[src/rtl/uart_rx_param_if.sv]
// Receiver-side bundle: serial line in, received word plus status out.
interface uart_rx_param_if #(
  parameter int DATA_BITS = 8
);
  logic                 serialIn;
  logic [DATA_BITS-1:0] rxData;
  logic                 rxValid;
  logic                 rxReady;
  logic                 parityErr;
  logic                 frameErr;
  logic                 overrunErr;
  logic                 busy;

  modport master (
    input  serialIn, rxReady,
    output rxData, rxValid, parityErr, frameErr, overrunErr, busy
  );

  modport slave (
    output serialIn, rxReady,
    input  rxData, rxValid, parityErr, frameErr, overrunErr, busy
  );
endinterface

[src/rtl/uart_rx_param.sv]
// Oversampling UART receiver: 2-of-3 mid-bit voting, optional parity,
// 1 or 2 stop bits, valid/ready hold register with sticky overrun.
module uart_rx_param #(
  parameter int DATA_BITS  = 8,
  parameter int OVERSAMPLE = 8,
  parameter int PARITY_EN  = 0,
  parameter int PARITY_ODD = 0,
  parameter int STOP_BITS  = 1
) (
  input logic             sampleClk,
  input logic             rst_b,
  uart_rx_param_if.master rx
);

  localparam int H  = OVERSAMPLE / 2;
  localparam int CW = $clog2(OVERSAMPLE);
  localparam int BW = $clog2(DATA_BITS + 1);

  localparam logic [2:0] IDLE   = 3'd0;
  localparam logic [2:0] START  = 3'd1;
  localparam logic [2:0] DATA   = 3'd2;
  localparam logic [2:0] PARITY = 3'd3;
  localparam logic [2:0] STOP   = 3'd4;

  localparam logic [CW-1:0] CNT_PRE   = CW'(H - 1);
  localparam logic [CW-1:0] CNT_MID   = CW'(H);
  localparam logic [CW-1:0] CNT_VOTE  = CW'(H + 1);
  localparam logic [CW-1:0] CNT_LAST  = CW'(OVERSAMPLE - 1);
  localparam logic [BW-1:0] BITS_LAST = BW'(DATA_BITS);
  localparam logic          HAS_PAR   = (PARITY_EN != 0) ? 1'b1 : 1'b0;
  localparam logic          ODD_BIT   = (PARITY_ODD != 0) ? 1'b1 : 1'b0;
  localparam logic          STOP_LAST = (STOP_BITS == 2) ? 1'b1 : 1'b0;
  localparam logic [2:0]    AFTER_DAT = HAS_PAR ? PARITY : STOP;

  function automatic logic maj3(input logic a, input logic b, input logic c);
    return (a & b) | (a & c) | (b & c);
  endfunction

  function automatic logic parity_bad(input logic [DATA_BITS-1:0] d, input logic p,
                                      input logic odd);
    return ((^d) ^ p) != odd;
  endfunction

  logic                 sync1_r, sync2_r;
  logic [1:0]           fill_r;
  logic                 armed_r;
  logic [2:0]           state_r, state_nxt;
  logic [CW-1:0]        cnt_r, cnt_nxt;
  logic [BW-1:0]        bit_cnt_r, bit_cnt_nxt;
  logic                 stop_idx_r, stop_idx_nxt;
  logic [DATA_BITS-1:0] shift_r, shift_nxt;
  logic                 par_pend_r, par_pend_nxt;
  logic                 frm_pend_r, frm_pend_nxt;
  logic                 samp_a_r, samp_b_r;
  logic [DATA_BITS-1:0] data_r;
  logic                 valid_r, par_err_r, frm_err_r, ovr_r, busy_r;
  logic                 line_s, vote_s, at_vote_s, at_wrap_s, deliver_s, load_s, hshake_s;
  logic [CW-1:0]        cnt_inc_s;

  assign line_s    = sync2_r;
  assign vote_s    = maj3(samp_a_r, samp_b_r, line_s);
  assign at_vote_s = (cnt_r == CNT_VOTE);
  assign at_wrap_s = (cnt_r == CNT_LAST);
  assign cnt_inc_s = at_wrap_s ? '0 : cnt_r + CW'(1);
  assign hshake_s  = valid_r & rx.rxReady;
  assign load_s    = deliver_s & (~valid_r | rx.rxReady);

  // Two-flop synchronizer on the asynchronous serial line.
  always_ff @(posedge sampleClk or negedge rst_b) begin
    if (!rst_b) begin
      sync1_r <= 1'b1;
      sync2_r <= 1'b1;
    end else begin
      sync1_r <= rx.serialIn;
      sync2_r <= sync1_r;
    end
  end

  // A start is only accepted after a real high has passed the synchronizer,
  // so a line that is already low when reset releases is not a start edge.
  always_ff @(posedge sampleClk or negedge rst_b) begin
    if (!rst_b) begin
      fill_r  <= 2'b00;
      armed_r <= 1'b0;
    end else begin
      fill_r  <= {fill_r[0], 1'b1};
      armed_r <= armed_r | (fill_r[1] & line_s);
    end
  end

  // Frame sequencing: next state, counters, shift register and pending errors.
  always_comb begin
    state_nxt    = state_r;
    cnt_nxt      = cnt_r;
    bit_cnt_nxt  = bit_cnt_r;
    stop_idx_nxt = stop_idx_r;
    shift_nxt    = shift_r;
    par_pend_nxt = par_pend_r;
    frm_pend_nxt = frm_pend_r;
    deliver_s    = 1'b0;
    case (state_r)
      IDLE: begin
        cnt_nxt = '0;
        if (armed_r && !line_s) begin
          state_nxt    = START;
          cnt_nxt      = CW'(1);
          bit_cnt_nxt  = '0;
          stop_idx_nxt = 1'b0;
          par_pend_nxt = 1'b0;
          frm_pend_nxt = 1'b0;
        end else begin
          state_nxt = IDLE;
        end
      end
      START: begin
        cnt_nxt = cnt_inc_s;
        if (at_vote_s && vote_s) begin
          state_nxt = IDLE;
          cnt_nxt   = '0;
        end else if (at_wrap_s) begin
          state_nxt = DATA;
        end else begin
          state_nxt = START;
        end
      end
      DATA: begin
        cnt_nxt = cnt_inc_s;
        if (at_vote_s) begin
          shift_nxt   = {vote_s, shift_r[DATA_BITS-1:1]};
          bit_cnt_nxt = bit_cnt_r + BW'(1);
        end else if (at_wrap_s && (bit_cnt_r == BITS_LAST)) begin
          state_nxt   = AFTER_DAT;
          bit_cnt_nxt = '0;
        end else begin
          state_nxt = DATA;
        end
      end
      PARITY: begin
        cnt_nxt = cnt_inc_s;
        if (at_vote_s) begin
          par_pend_nxt = parity_bad(shift_r, vote_s, ODD_BIT);
        end else if (at_wrap_s) begin
          state_nxt = STOP;
        end else begin
          state_nxt = PARITY;
        end
      end
      STOP: begin
        cnt_nxt = cnt_inc_s;
        if (at_vote_s) begin
          frm_pend_nxt = frm_pend_r | ~vote_s;
          if (stop_idx_r == STOP_LAST) begin
            // Leave at the vote, not the bit end, so back-to-back frames are caught.
            state_nxt = IDLE;
            cnt_nxt   = '0;
            deliver_s = 1'b1;
          end else begin
            state_nxt = STOP;
          end
        end else if (at_wrap_s) begin
          stop_idx_nxt = stop_idx_r + 1'b1;
        end else begin
          state_nxt = STOP;
        end
      end
      default: begin
        state_nxt = IDLE;
        cnt_nxt   = '0;
      end
    endcase
  end

  // Frame state registers.
  always_ff @(posedge sampleClk or negedge rst_b) begin
    if (!rst_b) begin
      state_r    <= IDLE;
      cnt_r      <= '0;
      bit_cnt_r  <= '0;
      stop_idx_r <= 1'b0;
      shift_r    <= '0;
      par_pend_r <= 1'b0;
      frm_pend_r <= 1'b0;
    end else begin
      state_r    <= state_nxt;
      cnt_r      <= cnt_nxt;
      bit_cnt_r  <= bit_cnt_nxt;
      stop_idx_r <= stop_idx_nxt;
      shift_r    <= shift_nxt;
      par_pend_r <= par_pend_nxt;
      frm_pend_r <= frm_pend_nxt;
    end
  end

  // Early two of the three vote samples; the third is the live line at the vote.
  always_ff @(posedge sampleClk or negedge rst_b) begin
    if (!rst_b) begin
      samp_a_r <= 1'b1;
      samp_b_r <= 1'b1;
    end else begin
      if (cnt_r == CNT_PRE) samp_a_r <= line_s;
      if (cnt_r == CNT_MID) samp_b_r <= line_s;
    end
  end

  // Hold register, handshake and sticky overrun.
  always_ff @(posedge sampleClk or negedge rst_b) begin
    if (!rst_b) begin
      data_r    <= '0;
      valid_r   <= 1'b0;
      par_err_r <= 1'b0;
      frm_err_r <= 1'b0;
      ovr_r     <= 1'b0;
      busy_r    <= 1'b0;
    end else begin
      busy_r <= (state_nxt != IDLE);
      if (load_s) begin
        data_r    <= shift_r;
        par_err_r <= par_pend_r & HAS_PAR;
        frm_err_r <= frm_pend_nxt;
        valid_r   <= 1'b1;
      end else if (hshake_s) begin
        valid_r <= 1'b0;
      end
      if (deliver_s && !load_s) begin
        ovr_r <= 1'b1;
      end else if (hshake_s) begin
        ovr_r <= 1'b0;
      end
    end
  end

  assign rx.rxData     = data_r;
  assign rx.rxValid    = valid_r;
  assign rx.parityErr  = par_err_r;
  assign rx.frameErr   = frm_err_r;
  assign rx.overrunErr = ovr_r;
  assign rx.busy       = busy_r;

endmodule

[src/flat_wrapper.sv]
// flat-port wrapper written by rule: the top's interface ports become plain ports
module uart_rx_param_flat 
#(
  parameter int DATA_BITS  = 8,
  parameter int OVERSAMPLE = 8,
  parameter int PARITY_EN  = 0,
  parameter int PARITY_ODD = 0,
  parameter int STOP_BITS  = 1
)
  (sampleClk, rst_b, rx_serialIn, rx_rxReady, rx_rxData, rx_rxValid, rx_parityErr, rx_frameErr, rx_overrunErr, rx_busy);
  uart_rx_param_if #(.DATA_BITS(DATA_BITS)) rx_i ();
  input logic sampleClk;
  input logic rst_b;
  input wire logic [$bits(rx_i.serialIn)-1:0] rx_serialIn;
  input wire logic [$bits(rx_i.rxReady)-1:0] rx_rxReady;
  output wire logic [$bits(rx_i.rxData)-1:0] rx_rxData;
  output wire logic [$bits(rx_i.rxValid)-1:0] rx_rxValid;
  output wire logic [$bits(rx_i.parityErr)-1:0] rx_parityErr;
  output wire logic [$bits(rx_i.frameErr)-1:0] rx_frameErr;
  output wire logic [$bits(rx_i.overrunErr)-1:0] rx_overrunErr;
  output wire logic [$bits(rx_i.busy)-1:0] rx_busy;
  assign rx_i.serialIn = rx_serialIn;
  assign rx_i.rxReady = rx_rxReady;
  assign rx_rxData = rx_i.rxData;
  assign rx_rxValid = rx_i.rxValid;
  assign rx_parityErr = rx_i.parityErr;
  assign rx_frameErr = rx_i.frameErr;
  assign rx_overrunErr = rx_i.overrunErr;
  assign rx_busy = rx_i.busy;
  uart_rx_param #(.DATA_BITS(DATA_BITS), .OVERSAMPLE(OVERSAMPLE), .PARITY_EN(PARITY_EN), .PARITY_ODD(PARITY_ODD), .STOP_BITS(STOP_BITS)) u_core (.sampleClk(sampleClk), .rst_b(rst_b), .rx(rx_i));
endmodule
[config.mk]
export PLATFORM = sky130hd
export DESIGN_NAME = uart_rx_param_flat
export DESIGN_NICKNAME = d
export VERILOG_FILES = /design/src/rtl/uart_rx_param_if.sv /design/src/rtl/uart_rx_param.sv /design/src/flat_wrapper.sv
export SDC_FILE = /design/constraint.sdc
export NUM_CORES = 1
export LEC_CHECK = 0
export BUFFER_PORTS_ARGS = -buffer_cell sky130_fd_sc_hd__clkbuf_2
export CAP_MARGIN = 20
export CORE_MARGIN = 5
export CORE_UTILIZATION = 62
export CTS_CLUSTER_DIAMETER = 200
export DETAILED_ROUTE_END_ITERATION = 16
export PLACE_DENSITY = 0.83
export SKIP_CTS_REPAIR_TIMING = 1
export SYNTH_ARGS = -nofsm -noshare
export SYNTH_HDL_FRONTEND = slang
export SYNTH_SLANG_ARGS = --single-unit
[constraint.sdc]
create_clock -name sampleClk -period 3.25 [get_ports sampleClk]
set_clock_uncertainty 0.15 [all_clocks]
set_input_delay 0.1625 -clock sampleClk [delete_from_list [all_inputs] [get_ports sampleClk]]
set_output_delay 0.1625 -clock sampleClk [all_outputs]
set_load 0.05 [all_outputs]
==> flow_summary_export.csv <==
group,metric,value,unit
run_status,outcome,"finished, final reports clean",
setup_path,critPathLaunch,"u_core.cnt_r[0]$_DFF_PN0_",
global_routing,globalRouteTotalUtil,16.2,%
sta,setup_viol,0,
power_and_ir_drop,p_leak,0.951,nW
cells_and_area,final_nets,187,
power_and_ir_drop,switching_share,34.3,%
sta,period_minus_slack,2.09,ns
floorplan,die_y,63.2,µm
place,dp_cells,197,
setup_path,r2r_start,"u_core.cnt_r[0]$_DFF_PN0_",
detailed_routing,drc_errors,0,
cts,cts_inserted_buffers,5,
setup_path,rrSetupSlack,1.16,ns
yosys,synth_seq_cells,39,
global_routing,grt_use_met2,28.2,%
run,cap_viol_max_count,0,
setup_path,r2r_cells,6,
yosys,synthesis.area,0.00176,mm²
setup_path,start_kind,"flip-flop",
cts,tritoncts,"done",
global_routing,grt_pass1_wl,5.20,mm
global_routing,gr-max-usage-layer,"met2",
yosys,synth_common_cells,"35 x dfrtp_1, 32 x nand2_1, 11 x mux2_2",
yosys,synthArstFlopShare,100,%
power_and_ir_drop,switchingPower,0.391,mW
cts,clock-root-buffer,"clkbuf_4",
floorplan,coreArea,0.00273,mm²
power_and_ir_drop,pwr-share-clk,21.2,%
cts,cts_max_path_buffers,2,
sta,tightest_slew,0.897,ns
detailed_routing,firstDrtPassIters,4,
cts,cts_sinks,39,
detailed_routing,vias,1138,
setup_path,crit_path_end_kind,"flip-flop",
detailed_routing,vias_per_cell,5.47,
global_routing,grt_pass1_vias,1163,
yosys,synthFlopType,"dfrtp_1",
power_and_ir_drop,peakVddDrop,429,µV
global_routing,gr-total-overflow,0,
cts,cts.clk_slew.worst_paths,0.12,ns
power_and_ir_drop,finalPower,1.14,mW
sta,slew_headroom,40.2,%
global_routing,grt_max_degree,40,
yosys,yosysWarningCount,0,
power_and_ir_drop,power_frac_comb,24.3,%
floorplan,start_util,64.3,%
cts,h-tree-depth,2,
detailed_routing,drt_iter0_markers,74,
yosys,synth_edf_count,0,
yosys,syn_inst,156,
place,gp_congestion,0.931,
cells_and_area,area_growth,9.19,%
cells_and_area,drive_gt1_share,25.4,%
yosys,synth_area_leaders,"dfrtp_1 50%, mux2_2 7.1%, nand2_1 6.8%",
power_and_ir_drop,powerDensity,594,mW/mm²
cells_and_area,diodes,0,
yosys,yosysSeqAreaShare,55.8,%
place,io_buffer_count,15,
setup_path,required,3.35,ns
hold_path,worstHoldPathType,"reg -> reg",
sta,fin_crit_sh,64.2,%
power_and_ir_drop,p_int,0.749,mW
cells_and_area,multi_input_area,698,µm²
cells_and_area,fin_cells,208,
sta,fmax,479,MHz
sta,fin_tns_setup,0,ns
yosys,synth_top_area_cell,"dfrtp_1",
yosys,netlist.area_leader.share,49.9,%
setup_path,arrival,2.18,ns
setup_path,path_class,"reg -> reg",
yosys,synth.most_common_cell,"dfrtp_1",
detailed_routing,ant_nets,0,
sta,finalMaxSlewViolations,0,
cts,clkLatencyLatePin,0.34,ns
floorplan,die_area,0.00400,mm²
setup_path,crit_end,"u_core.bit_cnt_r[2]$_DFFE_PN0P_",
yosys,synth_area_per_cell,11.3,µm²
setup_path,path_max_fanout,8,
sta,hold_viol_final,0,
floorplan,ios,17,
yosys,synth_fp_nets,167,
yosys,ys_types,41,
global_routing,met3_usage,4.09,%
floorplan,rows,19,
global_routing,grtUsageMet1,19.4,%
detailed_routing,routed_wl,2.85,mm
place,place_hpwl,2.08,mm
detailed_routing,wl_per_cell,13.7,µm
setup_path,r2r_end,"u_core.bit_cnt_r[2]$_DFFE_PN0P_",
global_routing,antenna_found_initial,0,
cells_and_area,final-seq-area,981,µm²
cells_and_area,fill_cells,210,
power_and_ir_drop,p_seq_share,54.5,%
sta,rsz0062_at_grt,"false",
floorplan,dieWidth,63.2,µm
cell type report:
| class | instances | share of cell area (%) |
|---|---|---|
| Tap cell | 31 | 2.02 |
| Sequential cell | 39 | 51.1 |
| Clock buffer | 5 | 1.96 |
| Timing Repair Buffer | 18 | 5.48 |
| Inverter | 10 | 1.96 |
| Multi-Input combinational cell | 102 | 36.4 |
| Clock inverter | 3 | 1.04 |
power groups by stage:
stage               sequential, mW  clock [mW]  combinational [mW]
finish                       0.622       0.241               0.277
global route                 0.631       0.276               0.319
CTS                          0.621       0.252               0.277
detailed placement           0.630           0               0.275
global placement             0.624           0               0.263
floorplan                    0.610           0               0.238
state kept, by name, summed over array words and instances (netlist names):
signal,flops
u_core.armed_r,1
u_core.bit_cnt_r,4
u_core.cnt_r,3
u_core.fill_r,2
u_core.frm_pend_r,1
u_core.line_s,1
u_core.rx.busy,1
u_core.rx.frameErr,1
u_core.rx.overrunErr,1
u_core.rx.rxData,8
u_core.rx.rxValid,1
u_core.samp_a_r,1
u_core.samp_b_r,1
u_core.shift_r,8
u_core.state_r,3
u_core.stop_idx_r,1
u_core.sync1_r,1
worst min path at each step:
| stage | startpoint | endpoint | slack, ns | cells after the start |
|---|---|---|---|---|
| floorplan | rst_b | u_core.armed_r$_DFF_PN0_ | -0.28 | 0 |
| global placement | rx_serialIn | u_core.sync1_r$_DFF_PN1_ | 0.10 | 1 |
| detailed placement | rx_serialIn | u_core.sync1_r$_DFF_PN1_ | 0.10 | 1 |
| CTS | rx_serialIn | u_core.sync1_r$_DFF_PN1_ | -0.27 | 1 |
| global route | u_core.sync1_r$_DFF_PN1_ | u_core.line_s$_DFF_PN1_ | 0.22 | 0 |
| finish | u_core.fill_r[0]$_DFF_PN0_ | u_core.fill_r[1]$_DFF_PN0_ | 0.21 | 0 |
cell usage in the layout (no fill, tap or decap), types with 3 or more instances in the layout:
master | synthesis | routed
a21o_1 | 3 | 3
clkbuf_2 | 1 | 15
clkbuf_4 | 0 | 5
dfrtp_1 | 35 | 35
dfstp_2 | 4 | 4
dlygate4sd3_1 | 0 | 3
ha_1 | 7 | 7
inv_1 | 10 | 10
mux2_2 | 11 | 11
nand2_1 | 32 | 32
nand2b_1 | 3 | 3
nand3_1 | 5 | 5
nor2_1 | 4 | 4
o21ai_0 | 6 | 6
routing by layer:
layer  wire, µm  up-vias
met5          0        -
met4          8        0
met3        128        2
met2       1480       20
met1       1230      554
li1           -      562
logic make-up (layout without fill, tap and decap cells):
kind of cell | Yosys count | in the layout | share of synthesized area, %
DFF | 39 | 39 | 55.8
muxes | 11 | 11 | 7.05
AOI/OAI and AO/OA | 24 | 24 | 10.2
and+or+nand+nor | 57 | 57 | 16.5
buffers and inverters | 15 | 36 | 4.42
other | 2 | 2 | 0.428
adders and majority gates | 8 | 8 | 5.56
per-stage QoR:
step	utilization (%)	cell area [µm²]	setup slack (ns)	hold slack (ns)
3_5_place_dp	67.0	1830	1.16	0.105
2_1_floorplan	-	1760	1.35	-0.283
3_3_place_gp	67.0	1830	1.30	0.102
5_1_grt	70.2	1920	1.04	0.225
6_report	70.2	1920	1.16	0.212
4_1_cts	69.1	1890	1.14	-0.271
critical path, stage by stage (launching register included):
cell and delay (ns):
dfrtp_1 0.41, ha_1 0.21, ha_1 0.32, nand4b_1 0.16
a221o_1 0.36, o21bai_2 0.20, a21o_1 0.18
(Power assumes the default switching activity.)
